<file path="src/rtl/cavlc_bitstream_feeder_pkg.sv">
// Shared CAVLC front-end constants and helpers.
// The decoder top imports these so both sides agree on widths.
package cavlc_bitstream_feeder_pkg;

  localparam int IN_W  = 32;
  localparam int WIN_W = 16;
  localparam int BUF_W = 64;
  localparam int LEN_W = 5;
  localparam int CNT_W = 7;

  localparam logic [LEN_W-1:0] MAX_LEN = LEN_W'(WIN_W);

  typedef enum logic [1:0] {
    CONS_NONE,
    CONS_DEC,
    CONS_ALIGN
  } cons_src_e;

  // The decoder never legally asks for more than one full window.
  function automatic logic [LEN_W-1:0] clamp_len(input logic [LEN_W-1:0] len);
    return (len > MAX_LEN) ? MAX_LEN : len;
  endfunction

endpackage

</file>
<file path="src/rtl/cavlc_bitstream_feeder_if.sv">
// Word-input stream plus decoder-side window/consume signals.
// The master is the RBSP source together with the decoder.
interface cavlc_bitstream_feeder_if;
  import cavlc_bitstream_feeder_pkg::*;

  logic [IN_W-1:0]  in_data;
  logic             in_valid;
  logic             in_ready;
  logic [0:WIN_W-1] rbsp;
  logic             rbsp_valid;
  logic             dec_idle;
  logic [LEN_W-1:0] len_comb;
  logic             align;
  logic [2:0]       bit_pos;
  logic [CNT_W-1:0] bits_avail;

  modport master (
    output in_data, in_valid, dec_idle, len_comb, align,
    input  in_ready, rbsp, rbsp_valid, bit_pos, bits_avail
  );

  modport slave (
    input  in_data, in_valid, dec_idle, len_comb, align,
    output in_ready, rbsp, rbsp_valid, bit_pos, bits_avail
  );

endinterface

</file>
<file path="src/rtl/cavlc_bitstream_feeder_bit_shifter.sv">
// Combinational left shift of the bit buffer, then an optional word
// append at a variable offset. Index 0 of the buffer is the next stream bit.
module cavlc_bitstream_feeder_bit_shifter
  import cavlc_bitstream_feeder_pkg::*;
(
  input  logic [0:BUF_W-1] buf_in,
  input  logic [LEN_W-1:0] shift,
  input  logic [IN_W-1:0]  word,
  input  logic             append,
  input  logic [CNT_W-1:0] offset,
  output logic [0:BUF_W-1] buf_out
);

  logic [0:BUF_W-1] shifted;
  logic [0:BUF_W-1] placed;

  // Bits past the fill level are zero, so OR-ing the word in is enough.
  always_comb begin
    shifted = buf_in << shift;
    placed  = '0;
    if (append) begin
      placed = {word, {(BUF_W-IN_W){1'b0}}} >> offset;
    end
    buf_out = shifted | placed;
  end

endmodule

</file>
<file path="src/rtl/cavlc_bitstream_feeder.sv">
// Packs MSB-first RBSP words into a bit buffer and presents a registered
// 16-bit window to the CAVLC decoder, with byte alignment and slice flush.
module cavlc_bitstream_feeder
  import cavlc_bitstream_feeder_pkg::*;
(
  input logic                     clk,
  input logic                     rst_n,
  input logic                     ena,
  input logic                     flush,
  cavlc_bitstream_feeder_if.slave bus
);

  logic [0:BUF_W-1] bit_buf;
  logic [0:BUF_W-1] buf_next;
  logic [CNT_W-1:0] cnt;
  logic [2:0]       pos;

  logic [LEN_W-1:0] len_ok;
  logic [LEN_W-1:0] cons;
  logic [2:0]       align_gap;
  cons_src_e        cons_src;
  logic             accept;
  logic [CNT_W-1:0] cnt_after_cons;
  logic [CNT_W-1:0] cnt_next;

  // Readiness only looks at the registered fill, so no path from len_comb.
  assign bus.in_ready   = ena && !flush && (cnt <= CNT_W'(BUF_W - IN_W));
  assign accept         = bus.in_valid && bus.in_ready;
  assign bus.rbsp       = bit_buf[0:WIN_W-1];
  assign bus.rbsp_valid = (cnt >= CNT_W'(WIN_W));
  assign bus.bit_pos    = pos;
  assign bus.bits_avail = cnt;

  // Decoder consumption wins; alignment only applies while the decoder idles.
  always_comb begin
    len_ok    = clamp_len(bus.len_comb);
    align_gap = 3'd0 - pos;
    cons_src  = CONS_NONE;
    cons      = '0;
    if (ena && !bus.dec_idle && bus.rbsp_valid) begin
      cons_src = CONS_DEC;
    end else if (ena && bus.align && bus.dec_idle && (cnt >= CNT_W'(align_gap))) begin
      cons_src = CONS_ALIGN;
    end
    case (cons_src)
      CONS_DEC:   cons = len_ok;
      CONS_ALIGN: cons = LEN_W'(align_gap);
      default:    cons = '0;
    endcase
    cnt_after_cons = cnt - CNT_W'(cons);
    cnt_next       = cnt_after_cons + (accept ? CNT_W'(IN_W) : CNT_W'(0));
  end

  cavlc_bitstream_feeder_bit_shifter u_shifter (
    .buf_in  (bit_buf),
    .shift   (cons),
    .word    (bus.in_data),
    .append  (accept),
    .offset  (cnt_after_cons),
    .buf_out (buf_next)
  );

  always_ff @(posedge clk or negedge rst_n) begin
    if (!rst_n) begin
      bit_buf <= '0;
      cnt     <= '0;
      pos     <= '0;
    end else if (ena) begin
      if (flush) begin
        bit_buf <= '0;
        cnt     <= '0;
        pos     <= '0;
      end else begin
        bit_buf <= buf_next;
        cnt     <= cnt_next;
        pos     <= pos + cons[2:0];
      end
    end
  end

  // Out-of-range lengths are clamped, but the decoder is still at fault.
  len_in_range: assert property (@(posedge clk) disable iff (!rst_n)
    (ena && !bus.dec_idle) |-> (bus.len_comb <= MAX_LEN));

  decoder_not_starved: assert property (@(posedge clk) disable iff (!rst_n)
    (ena && !bus.dec_idle) |-> bus.rbsp_valid);

  fill_bounded: assert property (@(posedge clk) disable iff (!rst_n)
    cnt <= CNT_W'(BUF_W));

endmodule
</file>
<file path="src/flat_wrapper.sv">
// flat-port wrapper written by rule: the top's interface ports become plain ports
module cavlc_bitstream_feeder_flat import cavlc_bitstream_feeder_pkg::*;
  (clk, rst_n, ena, flush, bus_in_data, bus_in_valid, bus_dec_idle, bus_len_comb, bus_align, bus_in_ready, bus_rbsp, bus_rbsp_valid, bus_bit_pos, bus_bits_avail);
  cavlc_bitstream_feeder_if bus_i ();
  input logic clk;
  input logic rst_n;
  input logic ena;
  input logic flush;
  input wire logic [$bits(bus_i.in_data)-1:0] bus_in_data;
  input wire logic [$bits(bus_i.in_valid)-1:0] bus_in_valid;
  input wire logic [$bits(bus_i.dec_idle)-1:0] bus_dec_idle;
  input wire logic [$bits(bus_i.len_comb)-1:0] bus_len_comb;
  input wire logic [$bits(bus_i.align)-1:0] bus_align;
  output wire logic [$bits(bus_i.in_ready)-1:0] bus_in_ready;
  output wire logic [$bits(bus_i.rbsp)-1:0] bus_rbsp;
  output wire logic [$bits(bus_i.rbsp_valid)-1:0] bus_rbsp_valid;
  output wire logic [$bits(bus_i.bit_pos)-1:0] bus_bit_pos;
  output wire logic [$bits(bus_i.bits_avail)-1:0] bus_bits_avail;
  assign bus_i.in_data = bus_in_data;
  assign bus_i.in_valid = bus_in_valid;
  assign bus_i.dec_idle = bus_dec_idle;
  assign bus_i.len_comb = bus_len_comb;
  assign bus_i.align = bus_align;
  assign bus_in_ready = bus_i.in_ready;
  assign bus_rbsp = bus_i.rbsp;
  assign bus_rbsp_valid = bus_i.rbsp_valid;
  assign bus_bit_pos = bus_i.bit_pos;
  assign bus_bits_avail = bus_i.bits_avail;
  cavlc_bitstream_feeder u_core (.clk(clk), .rst_n(rst_n), .ena(ena), .flush(flush), .bus(bus_i));
endmodule
</file>
<file path="config.mk">
export PLATFORM = sky130hd
export DESIGN_NAME = cavlc_bitstream_feeder_flat
export DESIGN_NICKNAME = d
export VERILOG_FILES = /design/src/rtl/cavlc_bitstream_feeder_pkg.sv /design/src/rtl/cavlc_bitstream_feeder_if.sv /design/src/rtl/cavlc_bitstream_feeder_bit_shifter.sv /design/src/rtl/cavlc_bitstream_feeder.sv /design/src/flat_wrapper.sv
export SDC_FILE = /design/constraint.sdc
export NUM_CORES = 1
export LEC_CHECK = 0
export ABC_AREA = 1
export ABC_CLOCK_PERIOD_IN_PS = 6300
export BUFFER_PORTS_ARGS = -buffer_cell sky130_fd_sc_hd__clkbuf_2
export CORE_AREA = 10 10 137 139
export CTS_BUF_LIST = sky130_fd_sc_hd__clkbuf_8
export CTS_CLUSTER_SIZE = 12
export DETAILED_ROUTE_END_ITERATION = 10
export DIE_AREA = 0 0 147 149
export PLACE_DENSITY = 0.83
export SLEW_MARGIN = 10
export SYNTH_ARGS = -nofsm -noshare
export SYNTH_HDL_FRONTEND = slang
export SYNTH_SLANG_ARGS = --single-unit
export TNS_END_PERCENT = 10
</file>
<file path="constraint.sdc">
create_clock -name clk -period 6.3 [get_ports clk]
set_input_delay 0.315 -clock clk [delete_from_list [all_inputs] [get_ports clk]]
set_output_delay 0.315 -clock clk [all_outputs]
set_load 0.05 [all_outputs]
</file>
==> results of run 1 <==
## logic make-up after synthesis
logic type | Yosys count | share of synthesized area (%)
flops | 74 | 18.2
simple gates | 1407 | 61.7
mux | 5 | 0.493
compound gates | 116 | 6.30
buf+inv | 238 | 10.8
fa+ha+maj | 13 | 1.75
xor+xnor | 7 | 0.752
## flip-flops by register name, summed over array words and instances, names as in the netlist
| signal | count |
|---|---|
| u_core.bus.bits_avail | 7 |
| u_core.bus.bit_pos | 3 |
| u_core.bit_buf | 64 |
## cell usage after synthesis, types with 2 or more instances
cell / n
xor2_1: 5
nand3b_1: 3
nor3_1: 5
o211ai_1: 4
nand3_2: 2
buf_1: 13
dfrtp_1: 74
or2_2: 16
nand4_1: 4
buf_4: 34
a21oi_2: 2
a31oi_1: 15
inv_2: 12
nor2_1: 52
fa_1: 2
or2_1: 7
o21ai_0: 62
nor2_2: 5
nand2_4: 3
and2_1: 4
nand2_1: 659
o22ai_1: 7
a22o_1: 2
ha_1: 11
a21oi_1: 16
clkbuf_1: 43
inv_1: 70
mux2i_1: 5
clkinv_1: 8
buf_2: 58
nand3_1: 643
o21ai_1: 6
## worst paths after layout
kind / startpoint / endpoint / slack [ns]
setup reg to reg: u_core.bus.bit_pos[0]$_DFFE_PN0P_ / u_core.bit_buf[44]$_DFFE_PN0P_ / 1.23
max in group asynchronous: rst_n / u_core.bit_buf[20]$_DFFE_PN0P_ / 4.83
setup / recovery: u_core.bus.bit_pos[0]$_DFFE_PN0P_ / u_core.bit_buf[44]$_DFFE_PN0P_ / 1.23
min in group asynchronous: rst_n / u_core.bit_buf[1]$_DFFE_PN0P_ / 0.42
hold reg to reg: u_core.bit_buf[30]$_DFFE_PN0P_ / u_core.bit_buf[30]$_DFFE_PN0P_ / 0.53
hold / removal: ena / u_core.bus.bits_avail[4]$_DFFE_PN0P_ / 0.32
## what timing repair did
item | in CTS | in global routing
hold endpoints to repair | 31 | 0
buffers inserted | 0 | 0
hold buffers | 1 | 0
## layout make-up
cell class	instances	area [um^2]
clock inverters	6	65.1
well taps	220	275
multi-input cells	1548	7220
fillers	1695	5760
clock buffers	10	138
repair buffers	93	526
flip-flops and latches	74	1850
inverters	90	338
## layer usage
metal,global-route usage [%],part of all wire (%)
met1,44.6,38
met2,52.5,44
met3,6.46,12
met4,20.9,6.9
met5,0,0
## power breakdown
part           total, mW  switching, mW  internal [mW]
Combinational       3.86           2.77           1.09
Sequential         0.787          0.180          0.607
Clock              0.417          0.223          0.194
Total               5.07           3.18           1.89
## stage by stage
stage,setup WS (ns),total power [mW],cells
final,1.23,5.07,2041
after global routing,0.698,5.48,2041
after CTS,1.31,4.94,2041
after detailed placement,1.35,4.52,2024
after global placement,1.50,4.48,2024
after floorplan,1.89,3.65,1860
==> flow_summary.toml, run 1 <==
[outcome]
status = "finished clean"

[synth]
synth.area.top_cells = "nand3_1, nand2_1, dfrtp_1"
synth-main-ff-cell = "dfrtp_1"
syn_inst = 1860
synth_edf_count = 0
synth_area_leader_cell = "nand3_1"
synthArstFlopShare_pct = 100
synth_nets = 1917
ys_types = 40
ys_ff_latch = 74
synth_top_area_share_pct = 31.7
syn_area_um2 = 10100
yosysWarnings = 0
synth_area_per_cell_um2 = 5.46
yosysSeqAreaShare_pct = 18.2

[route]
postRouteWirelength_mm = 38.9
dr.pass1.iters = 7
detail-route-antenna-nets = 0
routed_via_density = 6.41
drc = 0
first_iter_violations = 2051
wl_per_cell_um = 19.1
dr_total_vias = 13100

[sta]
fin_skew_ns = 0.0221
setup_viol = 0
fin_crit_sh_pct = 80.5
rsz0062_at_grt = "false"
final.setup.tns_ns = 0
slew_violations = 0
relSlewSlack_pct = 34.8
whs_ns = 0.323
worst_slew_pin_slew_ns = 0.976
min_period_ns = 5.07
fmax_mhz = 197
final-hold-violation-count = 0

[setup_path]
path_buf_inv = 3
crit_type = "flip-flop to flip-flop"
worst_path_largest_cell_delay_ns = 0.70
crit_fanout = 37
end_kind = "flip-flop"
r2r_cells = 23
path_cells = "inv_1 -> ha_1 -> or2_2 -> nand2_1 -> ha_1 -> or2_1 -> nor2_1 -> nand2_1 -> nand3_1 -> nand2_2 -> fa_1 -> buf_4 -> inv_1 -> mux2i_1 -> nand2_1 -> o21ai_0 -> nand2_1 -> nand3_1 -> nor2_1 -> a21oi_1 -> nand3_1 -> nand2_1 -> nand2_1"
arrival_ns = 5.36
critical_path.most_common_cell = "nand2_1"
required_ns = 6.59
cp_slowest_cell = "inv_1"
critPathTopFamily = "simple AND/OR/NAND/NOR gates"
critical_path_depth = 23
startpoint_type = "flip-flop"

[pwr]
p_leak_nw = 5.33
p_per_area_nw_per_um2 = 487
vdd_ir_drop_max_mv = 0.877

[global_routing]
grt_pass1_wl_mm = 61.6
grtUsageTotal_pct = 34.5
grt_max_degree = 82
grt_pass1_vias = 11400
overflow = 0
antenna_found_initial = 0

[floorplan]
die_x_um = 147
die_area_um2 = 21900
core_um2 = 16200
rows = 47
boundaryPins = 72
fp.dieH_um = 149
initial_core_util_pct = 62.8

[cts]
cts_tree = "done"
cts_buffers = 9
htree_levels = 3
cts_root_buffer = "clkbuf_8"
clk_pin_slew_worst_paths_ns = 0.09
clock_latency_ns = 0.39
ctsResizeCount = 0
cts.sinks = 74
cts_buffer_depth = 2

[min_path]
holdPathStages = 2
hp-class = "primary input to flip-flop"

[placed_design]
dp_hpwl_mm = 28.1
dpl-instance-area_um2 = 10200
port_buffers = 71
gp_congestion = 1.06

[layout]
final_cell_mix = "nand2_1, nand3_1, dfrtp_1, inv_1, clkbuf_2"
fin_area_um2 = 10400
drive_above_1_share_pct = 8.57
n_antenna_cell = 0
final_util_pct = 64.4
nets = 1873
final_common_cell = "nand2_1"
areaGrowthSynthToFinish_pct = 2.61

[run]
drv_cap = 0
Power figures use the tool's default switching activity.
==> run 2, diff against run 1 <==
--- a/config.mk
+++ b/config.mk
@@ -6,7 +6,7 @@
 export NUM_CORES = 1
 export LEC_CHECK = 0
 export ABC_AREA = 1
-export ABC_CLOCK_PERIOD_IN_PS = 6300
+export ABC_CLOCK_PERIOD_IN_PS = 5100
 export BUFFER_PORTS_ARGS = -buffer_cell sky130_fd_sc_hd__clkbuf_2
 export CORE_AREA = 10 10 137 139
 export CTS_BUF_LIST = sky130_fd_sc_hd__clkbuf_8
==> constraint.sdc (replaced) <==
create_clock -name clk -period 5.1 [get_ports clk]
set_input_delay 0.255 -clock clk [delete_from_list [all_inputs] [get_ports clk]]
set_output_delay 0.255 -clock clk [all_outputs]
set_load 0.05 [all_outputs]
==> run 2 against run 1 <==
  * Combinational power grew 31%
  * Design area grew 0.28%
  * Critical path type unchanged
  * Cell count grew 0.20%
  * Largest cell class unchanged
  * Clock skew shrank 0.0072 ns
  * Sequential share of layout area is essentially flat
  * Total power grew 29%
  * Hold slack lost 0.31 ns
  * Via count grew 0.79%
  * Die area is the same
  * Clock power grew 28%
  * Sequential power grew 22%
  * Non-clock buffer count grew 4
==> flow_summary.toml, run 2 (synthesis gave the netlist of run 1 again) <==
[cts]
htree_levels = 3
cts_buffer_depth = 2
postCtsSetupBuffers = 0
clock_latency_ns = 0.40
clk_pin_slew_worst_paths_ns = 0.10
cts_root_buffer = "clkbuf_8"
ctsResizeCount = 0
hold_buffers = 0
cts_tree = "done"
cts_buffers = 9
cts.sinks = 74

[layout]
regMostFlops = "u_core.bit_buf"
areaGrowthSynthToFinish_pct = 2.90
nets = 1877
n_antenna_cell = 0
drive_above_1_share_pct = 8.82
final_util_pct = 64.6
final_cell_mix = "nand2_1, nand3_1, dfrtp_1, inv_1, clkbuf_2"
stdcell_count = 2045
largest_reg_flops = 64
fin_area_um2 = 10400
final_common_cell = "nand2_1"

[pwr]
seq_power_share_pct = 14.7
total_power_mw = 6.55
comb_power_share_pct = 77.2
p_leak_nw = 5.35
p_int_mw = 2.40
vdd_ir_drop_max_mv = 0.837
switching_share_pct = 63.4
p_sw_mw = 4.15
p_per_area_nw_per_um2 = 627
pwr-share-clk_pct = 8.2

[route]
detail-route-antenna-nets = 0
wl_per_cell_um = 19.8
dr_total_vias = 13200
postRouteWirelength_mm = 40.5
first_iter_violations = 2580
drc = 0
routed_via_density = 6.45
dr.pass1.iters = 7

[placed_design]
port_buffers = 71
dp_hpwl_mm = 29.1
dpl-instance-area_um2 = 10200
gp_congestion = 1.07
preCtsSetupSlack_ns = 0.521
placed_cells = 2029

[global_routing]
met2_usage_pct = 55.8
met1_usage_pct = 45.8
grt_use_met3_pct = 8.25
grt_pass1_vias = 11800
grt_pass1_wl_mm = 63.8
antenna_found_initial = 0
grt_max_degree = 82
busiest_layer = "met2"
overflow = 0
grtUsageTotal_pct = 35.9

[floorplan]
die_area_um2 = 21900
fp.dieH_um = 149
core_um2 = 16200
die_x_um = 147
initial_core_util_pct = 62.8
boundaryPins = 72
rows = 47

[sta]
whs_ns = 0.0163
slew_violations = 0
worst_slew_pin_slew_ns = 1.09
fmax_mhz = 209
final-hold-violation-count = 0
worst_slack_ns = 0.317
min_period_ns = 4.78
setup_viol = 0
relSlewSlack_pct = 27.5
final.setup.tns_ns = 0
fin_skew_ns = 0.0149
rsz0062_at_grt = "false"
fin_crit_sh_pct = 93.8

[setup_path]
cp_slowest_cell = "o21ai_0"
critPathTopFamily = "simple AND/OR/NAND/NOR gates"
r2r-start = "u_core.bus.bit_pos[0]$_DFFE_PN0P_"
worst_path_largest_cell_delay_ns = 0.71
crit_type = "flip-flop to flip-flop"
path_buf_inv = 3
arrival_ns = 5.13
path_cells = "inv_1 -> ha_1 -> or2_2 -> nand2_1 -> ha_1 -> nand2_1 -> nand2_1 -> nand3_4 -> nand2_4 -> ha_1 -> fa_1 -> inv_1 -> buf_4 -> nand2_1 -> nand2_1 -> o21ai_0 -> o21ai_0 -> nand2_1 -> nor2_1 -> a21oi_1 -> nand3_1 -> nand2_1 -> nand2_1"
end_kind = "flip-flop"
critical_path.most_common_cell = "nand2_1"
crit_fanout = 15
required_ns = 5.44
startpoint_type = "flip-flop"
r2r_end = "u_core.bit_buf[40]$_DFFE_PN0P_"
rrSetupSlack_ns = 0.32
r2r_cells = 23

[run]
drv_cap = 0

[min_path]
hp-class = "primary input to asynchronous set/reset pin"

[outcome]
status = "finished clean"
[run 2: cell types whose count changed in the layout (fill, tap and decap cells not counted), sizes merged]
cell         before  now
buf              22   27
dlygate4sd3       1    0
clkinvlp          3    2
clkinv            8    9
[run 2: worst max path at each step]
stage               slack, ns                               from  cells after the start                              to
floorplan                0.69  u_core.bus.bit_pos[0]$_DFFE_PN0P_                     25  u_core.bit_buf[38]$_DFFE_PN0P_
global placement         0.59  u_core.bus.bit_pos[0]$_DFFE_PN0P_                     23  u_core.bit_buf[40]$_DFFE_PN0P_
detailed placement       0.52  u_core.bus.bit_pos[0]$_DFFE_PN0P_                     23  u_core.bit_buf[40]$_DFFE_PN0P_
CTS                      0.49  u_core.bus.bit_pos[0]$_DFFE_PN0P_                     23  u_core.bit_buf[40]$_DFFE_PN0P_
global route             0.04  u_core.bus.bit_pos[0]$_DFFE_PN0P_                     23  u_core.bit_buf[40]$_DFFE_PN0P_
finish                   0.32  u_core.bus.bit_pos[0]$_DFFE_PN0P_                     23  u_core.bit_buf[40]$_DFFE_PN0P_
[run 2: routing by layer]
layer | part of all wire [%] | up-vias
met3 | 13 | 199
li1 | - | 6126
met1 | 37 | 5879
met5 | 0 | -
met4 | 5.9 | 0
met2 | 44 | 984
[run 2: area by class of cell]
| class | count | area, um^2 |
|---|---|---|
| Clock inverter | 6 | 66.3 |
| Sequential cell | 74 | 1850 |
| Multi-Input combinational cell | 1548 | 7220 |
| Timing Repair Buffer | 97 | 553 |
| Inverter | 90 | 338 |
| Tap cell | 220 | 275 |
| Clock buffer | 10 | 138 |
| Fill cell | 1611 | 5730 |
[run 2: power groups by stage]
stage                     logic, mW  registers, mW  clock network (mW)
after floorplan                3.56          0.955                   0
after global placement         4.84          0.954                   0
after detailed placement       4.84          0.955                   0
after CTS                      4.86          0.944               0.528
after global routing           5.47          0.972               0.555
final                          5.05          0.960               0.535
[run 2: worst register-to-register path, cell delays in order, from the launching register on]
cell and delay (ns):
dfrtp_1 0.48, inv_1 0.11, ha_1 0.23, or2_2 0.31
nand2_1 0.06, ha_1 0.22, nand2_1 0.07, nand2_1 0.11
nand3_4 0.10, nand2_4 0.05, ha_1 0.20, fa_1 0.50
inv_1 0.37, buf_4 0.24, nand2_1 0.06, nand2_1 0.09
o21ai_0 0.09, o21ai_0 0.71, nand2_1 0.10, nor2_1 0.13
a21oi_1 0.10, nand3_1 0.17, nand2_1 0.11, nand2_1 0.10
==> run 3, diff against run 2 <==
--- a/config.mk
+++ b/config.mk
@@ -13,7 +13,7 @@
 export CTS_CLUSTER_SIZE = 12
 export DETAILED_ROUTE_END_ITERATION = 10
 export DIE_AREA = 0 0 147 149
-export PLACE_DENSITY = 0.83
+export PLACE_DENSITY = 0.82
 export SLEW_MARGIN = 10
 export SYNTH_ARGS = -nofsm -noshare
 export SYNTH_HDL_FRONTEND = slang
==> run 3 against run 2 <==
  * Die area did not move
  * Via count increased by 0.83%
  * Critical path depth is 1 lower
  * Combinational power about the same
  * Design area about the same
  * Total power is 0.37% higher
  * Cell count is essentially flat
  * Clock skew grew 0.0085 ns
  * Largest power group unchanged
==> flow_summary.toml, run 3 (synthesis gave the netlist of run 1 again) <==
[outcome]
status = "finished clean"

[sta]
worst_slew_pin_slew_ns = 1.08
setup_viol = 0
final.setup.tns_ns = 0
min_period_ns = 4.76
rsz0062_at_grt = "false"
worst_slack_ns = 0.339
relSlewSlack_pct = 28.3
fmax_mhz = 210
fin_crit_sh_pct = 93.4
slew_violations = 0
fin_skew_ns = 0.0234
final-hold-violation-count = 0

[global_routing]
met2_usage_pct = 54.2
grt_use_met3_pct = 8.19
grt_pass1_vias = 11800
grtUsageTotal_pct = 35.5
grt_max_degree = 82
overflow = 0
busiest_layer = "met2"
met1_usage_pct = 44.0
antenna_found_initial = 0
grt_pass1_wl_mm = 63.1

[route]
first_iter_violations = 2116
postRouteWirelength_mm = 40.3
dr_total_vias = 13300
dr.pass1.iters = 7
drc = 0
detail-route-antenna-nets = 0
wl_per_cell_um = 19.7
routed_via_density = 6.51

[layout]
multi_input_area_um2 = 7220
largest_reg_flops = 64
final_common_cell = "nand2_1"
final_cell_mix = "nand2_1, nand3_1, dfrtp_1, inv_1, clkbuf_2"
stdcell_count = 2044
nets = 1875
regMostFlops = "u_core.bit_buf"
n_fill_cell = 1635
areaGrowthSynthToFinish_pct = 2.93
drive_above_1_share_pct = 8.78
regArea_um2 = 1850
fin_area_um2 = 10400

[setup_path]
startpoint_type = "flip-flop"
end_kind = "flip-flop"
r2r_cells = 22
crit_type = "flip-flop to flip-flop"
rrSetupSlack_ns = 0.34
r2r_end = "u_core.bit_buf[52]$_DFFE_PN0P_"
crit_fanout = 21
r2r-start = "u_core.bus.bit_pos[0]$_DFFE_PN0P_"
required_ns = 5.44
arrival_ns = 5.10

[placed_design]
port_buffers = 71
dpl-instance-area_um2 = 10200
gp_congestion = 1.06
dp_hpwl_mm = 29.3
preCtsSetupSlack_ns = 0.518
placed_cells = 2027

[floorplan]
initial_core_util_pct = 62.8
die_area_um2 = 21900
boundaryPins = 72
rows = 47
die_x_um = 147
core_um2 = 16200
fp.dieH_um = 149

[pwr]
pwr-share-clk_pct = 8.1
p_sw_mw = 4.17
p_leak_nw = 5.36
seq_power_share_pct = 15.0
vdd_ir_drop_max_mv = 1.40
p_per_area_nw_per_um2 = 629
p_int_mw = 2.40
switching_share_pct = 63.4
comb_power_share_pct = 76.9

[cts]
htree_levels = 3
cts_buffers = 9
clock_latency_ns = 0.39
clk_pin_slew_worst_paths_ns = 0.10
cts_root_buffer = "clkbuf_8"
cts_buffer_depth = 2
cts.sinks = 74
cts_tree = "done"

[min_path]
hp-class = "primary input to asynchronous set/reset pin"

[run]
drv_cap = 0
-- run 3: cell count changes in the layout (fill, tap and decap cells not counted), sizes merged --
cell      before  now
clkinvlp       2    0
inv           84   86
diode          0    1
buf           27   25
-- run 3: worst max-delay path by stage --
stage                                      startpoint                        endpoint  slack, ns  depth (start not counted)
global placement    u_core.bus.bit_pos[0]$_DFFE_PN0P_  u_core.bit_buf[50]$_DFFE_PN0P_       0.58                         21
detailed placement  u_core.bus.bit_pos[0]$_DFFE_PN0P_  u_core.bit_buf[40]$_DFFE_PN0P_       0.52                         22
CTS                 u_core.bus.bit_pos[0]$_DFFE_PN0P_  u_core.bit_buf[40]$_DFFE_PN0P_       0.48                         22
floorplan           u_core.bus.bit_pos[0]$_DFFE_PN0P_  u_core.bit_buf[38]$_DFFE_PN0P_       0.69                         25
finish              u_core.bus.bit_pos[0]$_DFFE_PN0P_  u_core.bit_buf[52]$_DFFE_PN0P_       0.34                         22
global route        u_core.bus.bit_pos[0]$_DFFE_PN0P_  u_core.bit_buf[52]$_DFFE_PN0P_       0.03                         22
-- run 3: layer usage --
layer  vias to the layer above  part of all wire, %
met4                         0                  7.6
met3                       213                   12
met1                      5961                   36
met5                         -                    0
met2                       994                   44
li1                       6130                    -
-- run 3: what timing repair did --
action                                  4_1_cts  5_1_grt
hold buffers                                  0        0
buffers inserted                              0        0
endpoints found under the hold margin         0        0
resized for setup                             0        1
endpoints found under the setup margin        0        3
-- run 3: power by group through the flow --
stage	clock network, mW	registers, mW	logic (mW)
floorplan	0	0.955	3.56
global placement	0	0.973	4.81
detailed placement	0	0.975	4.83
CTS	0.524	0.966	4.85
global route	0.548	0.993	5.47
finish	0.532	0.989	5.05
-- run 3: cell type report --
cell class	count	share of cell area, %
antenna	1	0.0240
clock buffer	10	1.32
clock inverter	6	0.671
inverter	90	3.23
multi-input combinational	1548	69.1
sequential	74	17.7
tap	220	2.63
timing repair buffer	95	5.27
-- run 3: worst max-delay path: stages, from the launching register on --
cell and delay, ns:
dfrtp_1 0.48, inv_1 0.09, ha_1 0.21, or2_2 0.31
nand2_1 0.07, ha_1 0.22, nand2_1 0.07, nand2_1 0.11
nand3_4 0.10, nand2_4 0.05, ha_1 0.21, fa_1 0.49
inv_1 0.47, mux2i_1 0.21, nand2_1 0.09, o21ai_0 0.14
nor2_1 0.43, inv_1 0.12, o21ai_0 0.40, nand2_1 0.09
nand3_1 0.18, nand2_1 0.07, nand2_1 0.08
-- run 3: stage by stage --
stage                     hold WS [ns]  power [mW]  util (%)
final                           0.0582        6.57      64.6
after detailed placement         0.500        5.81      63.3
after CTS                       0.0856        6.34      64.6
after floorplan                -0.0406        4.51         -
after global routing             0.115        7.01      64.6
after global placement           0.491        5.78      63.3
